===== src/rtl/vespa_loop_pkg.sv =====
// Shared definitions for the LOOP/CONTROL shift-register sequencer:
// state encodings, default sizes and a constant clog2 helper.
package vespa_loop_pkg;

    localparam int DEF_WIDTH  = 8;
    localparam int DEF_PASS_W = 4;

    typedef logic [1:0] state_t;

    localparam state_t ST_IDLE  = 2'd0;
    localparam state_t ST_SHIFT = 2'd1;
    localparam state_t ST_GAP   = 2'd2;
    localparam state_t ST_DONE  = 2'd3;

    function automatic int clog2(input int v);
        int r;
        r = 0;
        for (int i = 0; i < 31; i++) begin
            if ((1 << i) < v) r = i + 1;
        end
        return r;
    endfunction

endpackage


===== src/rtl/vespa_loop_sr_shadow.sv =====
// Shadow (outgoing) and capture (returning) registers of the SR sequencer.
// Ports: clk/rst; load_i/shift_i/recirc_i controls; load_data_i word;
// sr_ret_i chain tail bit; sr_bit_d_o next outgoing bit; capture_o word.
module vespa_loop_sr_shadow
    import vespa_loop_pkg::*;
#(
    parameter int WIDTH = DEF_WIDTH
) (
    input  logic             clk,
    input  logic             rst,
    input  logic             load_i,
    input  logic             shift_i,
    input  logic             recirc_i,
    input  logic             sr_ret_i,
    input  logic [WIDTH-1:0] load_data_i,
    output logic             sr_bit_d_o,
    output logic [WIDTH-1:0] capture_o
);

    logic [WIDTH-1:0] shadow_q, shadow_d;
    logic [WIDTH-1:0] capture_q, capture_d;

    always_comb begin
        shadow_d  = shadow_q;
        capture_d = capture_q;
        if (load_i) begin
            shadow_d = load_data_i;
        end else if (recirc_i) begin
            // next pass sends out what came back on the previous one
            shadow_d = capture_q;
        end else if (shift_i) begin
            shadow_d = shadow_q >> 1;
        end
        if (shift_i) begin
            capture_d = {sr_ret_i, capture_q[WIDTH-1:1]};
        end
    end

    always_ff @(posedge clk or posedge rst) begin
        if (rst) begin
            shadow_q  <= '0;
            capture_q <= '0;
        end else begin
            shadow_q  <= shadow_d;
            capture_q <= capture_d;
        end
    end

    // the registered sr_o needs the bit that will be at the head next cycle
    assign sr_bit_d_o = shadow_d[0];
    assign capture_o  = capture_q;

endmodule


===== src/rtl/vespa_loop_sr_seq.sv =====
// Sequencer for the LOOP/CONTROL serial chain: loads a word, shifts it out
// LSB-first while capturing the tail, recirculates for multiple passes.
// Ports: start_valid/start_ready handshake with load_data/cfg_passes; abort;
// sr_o/sr_en to chain head, sr_ret from tail; busy/done/result status;
// CELV/CELG/CELSUB supply pins with no logic function.
module vespa_loop_sr_seq
    import vespa_loop_pkg::*;
#(
    parameter int WIDTH  = DEF_WIDTH,
    parameter int PASS_W = DEF_PASS_W
) (
    input  logic              clk,
    input  logic              rst,
    input  logic              start_valid,
    output logic              start_ready,
    input  logic [WIDTH-1:0]  load_data,
    input  logic [PASS_W-1:0] cfg_passes,
    input  logic              abort,
    output logic              sr_o,
    output logic              sr_en,
    input  logic              sr_ret,
    output logic              busy,
    output logic              done,
    output logic [WIDTH-1:0]  result,
    input  logic              CELV,
    input  logic              CELG,
    input  logic              CELSUB
);

    localparam int CNT_W = (clog2(WIDTH) < 1) ? 1 : clog2(WIDTH);
    localparam logic [CNT_W-1:0] LAST_BIT = CNT_W'(WIDTH - 1);

    state_t              state_q, state_d;
    logic [CNT_W-1:0]    bit_cnt_q, bit_cnt_d;
    logic [PASS_W-1:0]   passes_q, passes_d;
    logic                sr_en_q, sr_o_q;
    logic [WIDTH-1:0]    result_q;
    logic                hs;
    logic                sr_bit_d;
    logic [WIDTH-1:0]    capture;
    logic                unused_supply;

    assign unused_supply = CELV ^ CELG ^ CELSUB;

    assign start_ready = (state_q == ST_IDLE) & ~abort & ~rst;
    assign hs          = start_valid & start_ready;

    always_comb begin
        state_d   = state_q;
        bit_cnt_d = bit_cnt_q;
        passes_d  = passes_q;
        case (state_q)
            ST_IDLE: begin
                if (hs) begin
                    state_d   = ST_SHIFT;
                    bit_cnt_d = '0;
                    passes_d  = (cfg_passes == '0) ? PASS_W'(1) : cfg_passes;
                end
            end
            ST_SHIFT: begin
                if (bit_cnt_q != LAST_BIT) begin
                    bit_cnt_d = bit_cnt_q + CNT_W'(1);
                end else if (passes_q > PASS_W'(1)) begin
                    state_d  = ST_GAP;
                    passes_d = passes_q - PASS_W'(1);
                end else begin
                    state_d = ST_DONE;
                end
            end
            ST_GAP: begin
                state_d   = ST_SHIFT;
                bit_cnt_d = '0;
            end
            default: begin
                state_d = ST_IDLE;
            end
        endcase
        if (abort && state_q != ST_IDLE) begin
            state_d = ST_IDLE;
        end
    end

    vespa_loop_sr_shadow #(
        .WIDTH(WIDTH)
    ) u_shadow (
        .clk        (clk),
        .rst        (rst),
        .load_i     (hs),
        .shift_i    (state_q == ST_SHIFT),
        .recirc_i   (state_q == ST_GAP),
        .sr_ret_i   (sr_ret),
        .load_data_i(load_data),
        .sr_bit_d_o (sr_bit_d),
        .capture_o  (capture)
    );

    always_ff @(posedge clk or posedge rst) begin
        if (rst) begin
            state_q   <= ST_IDLE;
            bit_cnt_q <= '0;
            passes_q  <= '0;
            sr_en_q   <= 1'b0;
            sr_o_q    <= 1'b0;
            result_q  <= '0;
        end else begin
            state_q   <= state_d;
            bit_cnt_q <= bit_cnt_d;
            passes_q  <= passes_d;
            sr_en_q   <= (state_d == ST_SHIFT);
            sr_o_q    <= (state_d == ST_SHIFT) & sr_bit_d;
            if (state_q == ST_DONE && !abort) begin
                result_q <= capture;
            end
        end
    end

    assign sr_en  = sr_en_q;
    assign sr_o   = sr_o_q;
    assign busy   = (state_q == ST_SHIFT) | (state_q == ST_GAP);
    assign done   = (state_q == ST_DONE) & ~abort;
    assign result = result_q;

endmodule


===== config.mk =====
export PLATFORM = sky130hd
export DESIGN_NAME = vespa_loop_sr_seq
export DESIGN_NICKNAME = d
export VERILOG_FILES = /design/src/rtl/vespa_loop_pkg.sv /design/src/rtl/vespa_loop_sr_shadow.sv /design/src/rtl/vespa_loop_sr_seq.sv
export SDC_FILE = /design/constraint.sdc
export NUM_CORES = 1
export LEC_CHECK = 0
export ABC_CLOCK_PERIOD_IN_PS = 3100
export CAP_MARGIN = 20
export CORE_MARGIN = 2
export CORE_UTILIZATION = 56
export DETAILED_ROUTE_END_ITERATION = 8
export PLACE_DENSITY = 0.91
export SLEW_MARGIN = 10
export SYNTH_ARGS = -nofsm -noshare
export SYNTH_HDL_FRONTEND = slang
export SYNTH_SLANG_ARGS = --single-unit

===== constraint.sdc =====
create_clock -name clk -period 3.1 [get_ports clk]
set_input_delay 0.775 -clock clk [delete_from_list [all_inputs] [get_ports clk]]
set_output_delay 0.775 -clock clk [all_outputs]
set_load 0.005 [all_outputs]

==> results by group, run 1 <==
Global routing
  – Number of global-route vias before repair: 1397
  – Initial antenna violation count: 0
  – First-pass GRT wire length: 6320 µm
  – Grt ovf: 0
  – Gr usage total: 23.4%
  – Largest net degree at the start of global routing: 36

STA
  – Hold Slack: 521 ps
  – Fmax: 0.347 GHz
  – RSZ-0062 raised after global routing: no
  – Slew margin rel.: 30.8%
  – Final setup TNS: 0 ps
  – Worst Skew: 15.7 ps
  – Final Critical Period: 2880 ps
  – Final setup viols: 0
  – Hold Fails Final Rpt: 0
  – Tcrit/Tclk final: 93.0%
  – Measured slew at the worst slew-check pin: 1040 ps
  – Fin. max-slew vios: 0

Drt
  – Final wirelength: 3630 µm
  – Routed Antenna Nets: 0
  – Via count: 1340
  – Routed wire per std cell: 15.1 µm
  – DRC: 0
  – Drt first pass iters: 4
  – Vias/cell: 5.58
  – Initial DRC Count: 77

Layout
  – N_diodes: 0
  – Post-Route Utilization: 72.2%
  – Fin cells: 240
  – Final Net Count: 224
  – Most common cell after layout, fill and taps aside: dfrtp_1
  – Commonest cells after routing, fill and taps aside: dfrtp_1, clkdlybuf4s50_1, mux2_2
  – P&R area growth vs syn: 22.1%
  – Share of cells above drive strength 1: 18.9%
  – Fillers: 233

Logic synthesis
  – EDFF count, synth: 0
  – Register area share after synthesis: 48.5%
  – Mux contribution to synthesized area: 16.9%
  – Post-synthesis compound-gate area fraction: 14.1%
  – XOR/XNOR Fraction of Synth Area: 0%
  – Post-Synthesis Net Count: 192
  – Synth cell types: 37
  – Syn Area/Cell: 11.1 µm²
  – Synth Area in Simple Gates: 10.2%
  – YS warnings: 0
  – Post-synthesis adder-cell area fraction: 6.24%
  – Post-synthesis register bit count: 35
  – Post-Syn Instances: 163
  – Synth Flop Type: dfrtp_1
  – Largest family of logic cells by synthesized area: multiplexers
  – FFs w/ async S/R, synth: 100%
  – Netlist Area Pre-Place: 1800 µm²

Power and ir drop
  – Total power: 1.68 mW
  – Max VDD drop: 0.517 mV
  – Leak: 0.988 nW
  – Cell Pwr Density: 762 nW/µm²

Place
  – Inst Count DP: 232
  – DP HPWL: 2610 µm
  – GP Congestion: 0.901
  – Port bufs: 29

Worst setup path
  – Critical path's top delay family: buffers and inverters
  – R2R cell count: 6
  – Critical path, cell by cell: clkdlybuf4s50_1, nand2b_1, inv_1, clkdlybuf4s50_1
  – WP data arrival: 2110 ps
  – CP required: 2320 ps
  – Max incr delay on CP: 510 ps
  – R2R setup slack: 580 ps
  – Worst Setup SP: abort
  – WP depth: 4
  – Worst-path fanout max: 5
  – Cell mode on critical path: clkdlybuf4s50_1
  – Crit Reg-Reg Startpoint: state_q[1]
  – Crit Path Class: in2out
  – Setup crit start kind: input port
  – Crit path max-delay cell type: clkdlybuf4s50_1
  – Crit end category: primary output
  – Crit path buffers/inverters: 3

Floorplan
  – Starting Density: 59.1%
  – Core Footprint: 3050 µm²
  – Die height: 60.8 µm
  – DIE WIDTH: 60.8 µm
  – I/O pin cnt: 33
  – Cell row count: 20
  – Die area: 3690 µm²

Clocking
  – Clk sinks: 35
  – Hold buffers post-CTS: 0
  – Clock tree buffer depth: 2
  – TritonCTS clock tree: yes
  – H-tree depth: 2
  – Post-cts sizing count: 0
  – Post-CTS setup buffers: 0
  – Clk root buf: clkbuf_4
  – Clock slew at reported path FFs: 110 ps
  – Later-pin clock latency in the skew report: 340 ps
  – CTS buffer count: 5

Flow run
  – Number of max-cap violations: 0

Run status
  – Status: complete, no violations

Min path
  – Hold path startpoint: result[6]
  – Hold/Removal Path Class: reg2reg
  – Hold path cells: 1
-- cell families after synthesis --
group           after synthesis
flops                        35
fa+ha+maj                     9
compound gates               37
mux                          28
buf+inv                      17
simple gates                 37
-- synthesized netlist by cell type (all sizes together), types with 4 or more instances --
cell type,number,area share [%]
a21oi,11,3.3
buf,7,2.0
dfrtp,35,49
ha,9,6.2
inv,8,1.7
mux2,19,12
mux2i,9,5.0
nand2,14,2.9
nor2,11,2.3
nor3,4,1.1
o21ai,10,2.8
-- flip-flops by register name, summed over array words and instances (netlist names) --
register            count
sr_en                   1
bit_cnt_q               3
result                  8
state_q                 2
u_shadow.capture_o      8
passes_q                4
sr_o                    1
u_shadow.shadow_q       8
-- where the power goes --
part	internal (mW)	switching [mW]
Combinational	0.356	0.328
Clock	0.0875	0.154
Sequential	0.623	0.131
-- metrics by stage --
step	setup WS (ps)	instance area [µm²]
floorplan	1200	1800
global placement	267	2150
detailed placement	240	2150
CTS	217	2200
global route	175	2200
finish	217	2200
-- path summary, 6_finish.rpt --
check | to
min in group asynchronous | passes_q[3]
max in group asynchronous | passes_q[1]
hold / removal | result[6]
setup / recovery | done
hold reg to reg | result[6]
setup reg to reg | passes_q[2]
-- layer usage --
metal / vias to the layer above / share of wire, % / GRT usage [%]
li1: 640 / - / -
met1: 648 / 45 / 28.9
met2: 43 / 48 / 39.5
met3: 9 / 4.8 / 6.61
met4: 0 / 2.3 / 7.76
met5: - / 0 / 0
-- final cells by class --
class | instances | area [µm²] | share of cell area [%]
Clock buffer | 6 | 41.3 | 1.87
Clock inverter | 2 | 12.5 | 0.568
Inverter | 8 | 30.0 | 1.36
Multi-Input combinational cell | 111 | 861 | 39.1
Sequential cell | 35 | 876 | 39.8
Tap cell | 44 | 55.1 | 2.50
Timing Repair Buffer | 34 | 328 | 14.9
Power figures use the tool's default switching activity.
==> inputs of run 2 (changes only) <==
--- a/config.mk
+++ b/config.mk
@@ -7,6 +7,7 @@
 export LEC_CHECK = 0
 export ABC_CLOCK_PERIOD_IN_PS = 3100
 export CAP_MARGIN = 20
+export CORE_ASPECT_RATIO = 0.5
 export CORE_MARGIN = 2
 export CORE_UTILIZATION = 56
 export DETAILED_ROUTE_END_ITERATION = 8
==> results by group, run 2 (same netlist as run 1, synthesis figures left out) <==
Run status
  – Status: complete, no violations (unchanged)

Flow run
  – Number of max-cap violations: 0 (unchanged)

Layout
  – Share of cells above drive strength 1: 19.0% (was 18.9%)
  – Finished Cell Area: 2250 µm² (was 2200 µm²)
  – P&R area growth vs syn: 24.8% (was 22.1%)
  – Commonest cells after routing, fill and taps aside: dfrtp_1, clkdlybuf4s50_1, mux2_2 (unchanged)
  – Most common cell after layout, fill and taps aside: dfrtp_1 (unchanged)
  – Final Net Count: 224 (unchanged)
  – N_diodes: 0 (unchanged)

STA
  – Slew margin rel.: 59.3% (was 30.8%)
  – Final Critical Period: 2820 ps (was 2880 ps)
  – Post-route setup slack: 279 ps (was 217 ps)
  – Measured slew at the worst slew-check pin: 610 ps (was 1040 ps)
  – Hold Slack: 490 ps (was 521 ps)
  – Tcrit/Tclk final: 91.0% (was 93.0%)
  – RSZ-0062 raised after global routing: no (unchanged)
  – Fin. max-slew vios: 0 (unchanged)
  – Fmax: 0.354 GHz (was 0.347 GHz)
  – Final setup viols: 0 (unchanged)
  – Hold Fails Final Rpt: 0 (unchanged)
  – Worst Skew: 2.02 ps (was 15.7 ps)
  – Final setup TNS: 0 ps (unchanged)

Worst setup path
  – Worst-path fanout max: 5 (unchanged)
  – Crit end category: primary output (unchanged)
  – R2R cell count: 7 (was 6)
  – Setup crit start kind: input port (unchanged)
  – Cell mode on critical path: clkdlybuf4s50_1 (unchanged)
  – R2R setup slack: 1050 ps (was 580 ps)
  – CP required: 2320 ps (about the same)
  – Critical path, cell by cell: clkdlybuf4s50_1, nand2b_1, inv_1, clkdlybuf4s50_1 (unchanged)
  – Crit path max-delay cell type: clkdlybuf4s50_1 (unchanged)
  – Crit Path Class: in2out (unchanged)
  – Crit Reg-Reg Startpoint: state_q[0] (was state_q[1])
  – Max incr delay on CP: 490 ps (was 510 ps)
  – WP data arrival: 2050 ps (was 2110 ps)
  – Worst r2r dst: passes_q[0] (was passes_q[2])

Place
  – DP HPWL: 2420 µm (was 2610 µm)
  – Placed cell area: 2140 µm² (was 2150 µm²)
  – DP Worst Slack: 287 ps (was 240 ps)
  – Port bufs: 29 (unchanged)
  – GP Congestion: 0.721 (was 0.901)

Global routing
  – Grt ovf: 0 (unchanged)
  – GR Layer Usage met3: 5.97% (was 6.61%)
  – Met2 GRT Util: 37.6% (was 39.5%)
  – Gr usage total: 21.3% (was 23.4%)
  – Largest net degree at the start of global routing: 36 (unchanged)
  – First-pass GRT wire length: 6050 µm (was 6320 µm)
  – Initial antenna violation count: 0 (unchanged)
  – Number of global-route vias before repair: 1319 (was 1397)
  – GRT met1 Usage: 26.7% (was 28.9%)
  – GRT Max-Usage Layer: met2 (unchanged)

Clocking
  – H-tree depth: 2 (unchanged)
  – Post-cts sizing count: 0 (unchanged)
  – Later-pin clock latency in the skew report: 290 ps (was 340 ps)
  – Clock tree buffer depth: 2 (unchanged)
  – TritonCTS clock tree: yes (unchanged)
  – Clock slew at reported path FFs: 70 ps (was 110 ps)
  – Post-CTS setup buffers: 0 (unchanged)
  – CTS buffer count: 5 (unchanged)
  – Clk sinks: 35 (unchanged)
  – Hold buffers post-CTS: 0 (unchanged)
  – Clk root buf: clkbuf_8 (was clkbuf_4)

Drt
  – Routed wire per std cell: 15.3 µm (was 15.1 µm)
  – Vias/cell: 5.52 (was 5.58)
  – Via count: 1298 (was 1340)
  – DRC: 0 (unchanged)
  – Initial DRC Count: 53 (was 77)
  – Drt first pass iters: 4 (unchanged)
  – Final wirelength: 3590 µm (was 3630 µm)
  – Routed Antenna Nets: 0 (unchanged)

Min path
  – Hold endpoint: result[0] (was result[6])
  – Hold path cells: 1 (unchanged)
  – Hold path startpoint: result[0] (was result[6])
  – Hold/Removal Path Class: reg2reg (unchanged)

Floorplan
  – Starting Density: 59.5% (was 59.1%)
  – Die height: 44.1 µm (was 60.8 µm)
  – Die area: 3720 µm² (was 3690 µm²)
  – Core Footprint: 3030 µm² (was 3050 µm²)
  – I/O pin cnt: 33 (unchanged)
  – Cell row count: 14 (was 20)
  – DIE WIDTH: 84.3 µm (was 60.8 µm)

Power and ir drop
  – Cell Pwr Density: 822 nW/µm² (was 762 nW/µm²)
  – Total power: 1.85 mW (was 1.68 mW)
  – Leak: 1.01 nW (was 0.988 nW)
  – Max VDD drop: 0.469 mV (was 0.517 mV)
run 2: worst max-delay path, delay by kind of cell:
| family | cells | cell delay, ps |
|---|---|---|
| buf+inv | 3 | 1050 |
| simple gates | 1 | 220 |
run 2: final cells by class:
type,instances,area [µm²]
fill,203,779
timing repair buffer,34,328
sequential,35,876
clock inverter,2,37.5
inverter,8,30.0
multi-input combinational,111,861
clock buffer,5,68.8
tap,40,50.0
run 2: metal layers:
layer / part of all wire (%) / wire [µm]
met5: 0 / 0
met4: 0.39 / 14
met3: 2.9 / 104
met2: 49 / 1760
met1: 48 / 1710
run 2: report_power, final:
| group | internal, mW | total [mW] | leakage, nW | switching (mW) |
|---|---|---|---|---|
| Clock | 0.235 | 0.401 | 0.0502 | 0.166 |
| Combinational | 0.357 | 0.688 | 0.514 | 0.331 |
| Sequential | 0.624 | 0.762 | 0.445 | 0.138 |
| Total | 1.22 | 1.85 | 1.01 | 0.635 |
run 2: per-stage QoR:
stage	cells	util, %
final	235	74.3
after floorplan	163	-
after global routing	235	74.3
after detailed placement	228	70.8
after CTS	235	74.3
after global placement	228	70.8
run 2: worst max-delay path by stage:
stage	startpoint	endpoint	cells after the start
6_report	abort	done	4
5_1_grt	abort	done	4
3_5_place_dp	abort	done	4
4_1_cts	abort	done	4
2_1_floorplan	abort	done	3
3_3_place_gp	abort	done	4
==> inputs of run 3 (changes only) <==
--- a/config.mk
+++ b/config.mk
@@ -11,6 +11,7 @@
 export CORE_MARGIN = 2
 export CORE_UTILIZATION = 56
 export DETAILED_ROUTE_END_ITERATION = 8
+export GPL_TIMING_DRIVEN = 0
 export PLACE_DENSITY = 0.91
 export SLEW_MARGIN = 10
 export SYNTH_ARGS = -nofsm -noshare
==> results by group, run 3 (same netlist as run 1, synthesis figures left out) <==
Global routing
  – Number of global-route vias before repair: 1433 (was 1319)
  – Initial antenna violation count: 0 (unchanged)
  – First-pass GRT wire length: 6410 µm (was 6050 µm)
  – Largest net degree at the start of global routing: 36 (unchanged)
  – Gr usage total: 23.0% (was 21.3%)
  – Grt ovf: 0 (unchanged)

Power and ir drop
  – Clock network power share: 19.8% (was 21.6%)
  – Cell Pwr Density: 805 nW/µm² (was 822 nW/µm²)
  – Combinational Power Share: 38.2% (was 37.2%)
  – Internal power: 1.16 mW (was 1.22 mW)
  – P_sw: 0.649 mW (was 0.635 mW)
  – Power share of the sequential group: 42.0% (was 41.2%)
  – Total power: 1.81 mW (was 1.85 mW)
  – Leak: 1.01 nW (about the same)
  – Max VDD drop: 0.444 mV (was 0.469 mV)
  – Sw Share: 35.9% (was 34.3%)

Drt
  – DRC: 0 (unchanged)
  – Initial DRC Count: 62 (was 53)
  – Routed wire per std cell: 15.3 µm (about the same)
  – Final wirelength: 3680 µm (was 3590 µm)
  – Via count: 1372 (was 1298)
  – Drt first pass iters: 4 (unchanged)
  – Vias/cell: 5.72 (was 5.52)
  – Routed Antenna Nets: 0 (unchanged)

Clocking
  – CTS buffer count: 5 (unchanged)
  – TritonCTS clock tree: yes (unchanged)
  – Clk root buf: clkbuf_8 (unchanged)
  – Post-cts sizing count: 0 (unchanged)
  – Later-pin clock latency in the skew report: 290 ps (about the same)
  – Clock slew at reported path FFs: 70 ps (about the same)
  – Clk sinks: 35 (unchanged)
  – Post-CTS setup buffers: 0 (unchanged)
  – H-tree depth: 2 (unchanged)
  – Clock tree buffer depth: 2 (unchanged)
  – Hold buffers post-CTS: 0 (unchanged)

Floorplan
  – Starting Density: 59.5% (unchanged)
  – Die area: 3720 µm² (unchanged)
  – I/O pin cnt: 33 (unchanged)
  – Core Footprint: 3030 µm² (unchanged)
  – Cell row count: 14 (unchanged)
  – Die height: 44.1 µm (unchanged)
  – DIE WIDTH: 84.3 µm (unchanged)

Worst setup path
  – Crit path buffers/inverters: 4 (was 3)
  – WP data arrival: 2210 ps (was 2050 ps)
  – Critical path's top delay family: buffers and inverters (unchanged)
  – Critical path, cell by cell: clkdlybuf4s50_1, nand2b_1, buf_2, inv_1, clkdlybuf4s50_1 (was clkdlybuf4s50_1, nand2b_1, inv_1, clkdlybuf4s50_1)
  – CP required: 2320 ps (about the same)
  – Setup crit start kind: input port (unchanged)
  – Max incr delay on CP: 540 ps (was 490 ps)
  – Crit path max-delay cell type: clkdlybuf4s50_1 (unchanged)
  – Crit Path Class: in2out (unchanged)
  – Cell mode on critical path: clkdlybuf4s50_1 (unchanged)
  – Crit end category: primary output (unchanged)
  – Worst-path fanout max: 9 (was 5)

Flow run
  – Number of max-cap violations: 0 (unchanged)

Place
  – DP HPWL: 2540 µm (was 2420 µm)
  – GP Congestion: 0.773 (was 0.721)
  – Port bufs: 29 (unchanged)

Layout
  – Commonest cells after routing, fill and taps aside: dfrtp_1, clkdlybuf4s50_1, mux2_2 (unchanged)
  – Final Net Count: 228 (was 224)
  – Most common cell after layout, fill and taps aside: dfrtp_1 (unchanged)
  – Multi-input gate area: 855 µm² (was 861 µm²)
  – P&R area growth vs syn: 24.3% (was 24.8%)
  – N_diodes: 0 (unchanged)
  – Share of cells above drive strength 1: 19.5% (was 19.0%)
  – Fillers: 202 (was 203)
  – Reg area: 876 µm² (unchanged)

STA
  – Worst Skew: 7.16 ps (was 2.02 ps)
  – Fin. max-slew vios: 0 (unchanged)
  – Final setup TNS: 0 ps (unchanged)
  – Tcrit/Tclk final: 96.3% (was 91.0%)
  – Slew margin rel.: 51.4% (was 59.3%)
  – Final Critical Period: 2980 ps (was 2820 ps)
  – Hold Slack: 503 ps (was 490 ps)
  – Final setup viols: 0 (unchanged)
  – Hold Fails Final Rpt: 0 (unchanged)
  – Fmax: 0.335 GHz (was 0.354 GHz)
  – RSZ-0062 raised after global routing: no (unchanged)
  – Measured slew at the worst slew-check pin: 728 ps (was 610 ps)

Min path
  – Hold/Removal Path Class: reg2reg (unchanged)

Run status
  – Status: complete, no violations (unchanged)
## run 3: per-layer routing
metal / wire length [µm] / GRT usage (%) / vias up
li1: - / - / 656
met1: 1630 / 28.3 / 667
met2: 1790 / 39.8 / 39
met3: 201 / 6.16 / 10
met4: 60 / 9.68 / 0
met5: 0 / 0 / -
## run 3: power groups by stage
stage | Combinational [mW] | Clock, mW | Sequential [mW]
floorplan | 0.500 | 0 | 0.729
global placement | 0.642 | 0 | 0.753
detailed placement | 0.682 | 0 | 0.761
CTS | 0.692 | 0.359 | 0.757
global route | 0.766 | 0.383 | 0.778
finish | 0.690 | 0.358 | 0.759
## run 3: final cells by class
| class | instances | share of cell area (%) |
|---|---|---|
| Buffer | 9 | 1.95 |
| Clock buffer | 6 | 3.68 |
| Clock inverter | 2 | 0.725 |
| Inverter | 8 | 1.34 |
| Multi-Input combinational cell | 111 | 38.1 |
| Sequential cell | 35 | 39.0 |
| Tap cell | 40 | 2.23 |
| Timing Repair Buffer | 29 | 12.9 |
## run 3: per-stage QoR
step	setup WS, ps	cell area, µm²	util, %	std cells
after global placement	120	2140	70.8	232
after CTS	106	2240	74.0	240
after floorplan	1200	1800	-	163
final	115	2240	74.0	240
after global routing	22.6	2240	74.0	240
after detailed placement	118	2140	70.8	232
## run 3: worst paths after layout
kind / start / endpoint / slack (ps) / cells past startpoint
worst max-delay path: abort / done / 120 / 5
worst min-delay path: result[0] / result[0] / 500 / 1
worst max register to register: state_q[0] / passes_q[0] / 1080 / 7
worst min register to register: result[0] / result[0] / 500 / 1
max in group asynchronous: rst / passes_q[1] / 1620 / 2
min in group asynchronous: rst / u_shadow.shadow_q[0] / 1020 / 2
## run 3: worst reg2reg max path, delay by kind of cell (launching register included)
family          cells  cell delay, ps
compound gates      2             260
fa+ha+maj           1             260
buf+inv             2             330
flops               1             460
mux                 1             340
simple gates        1             240
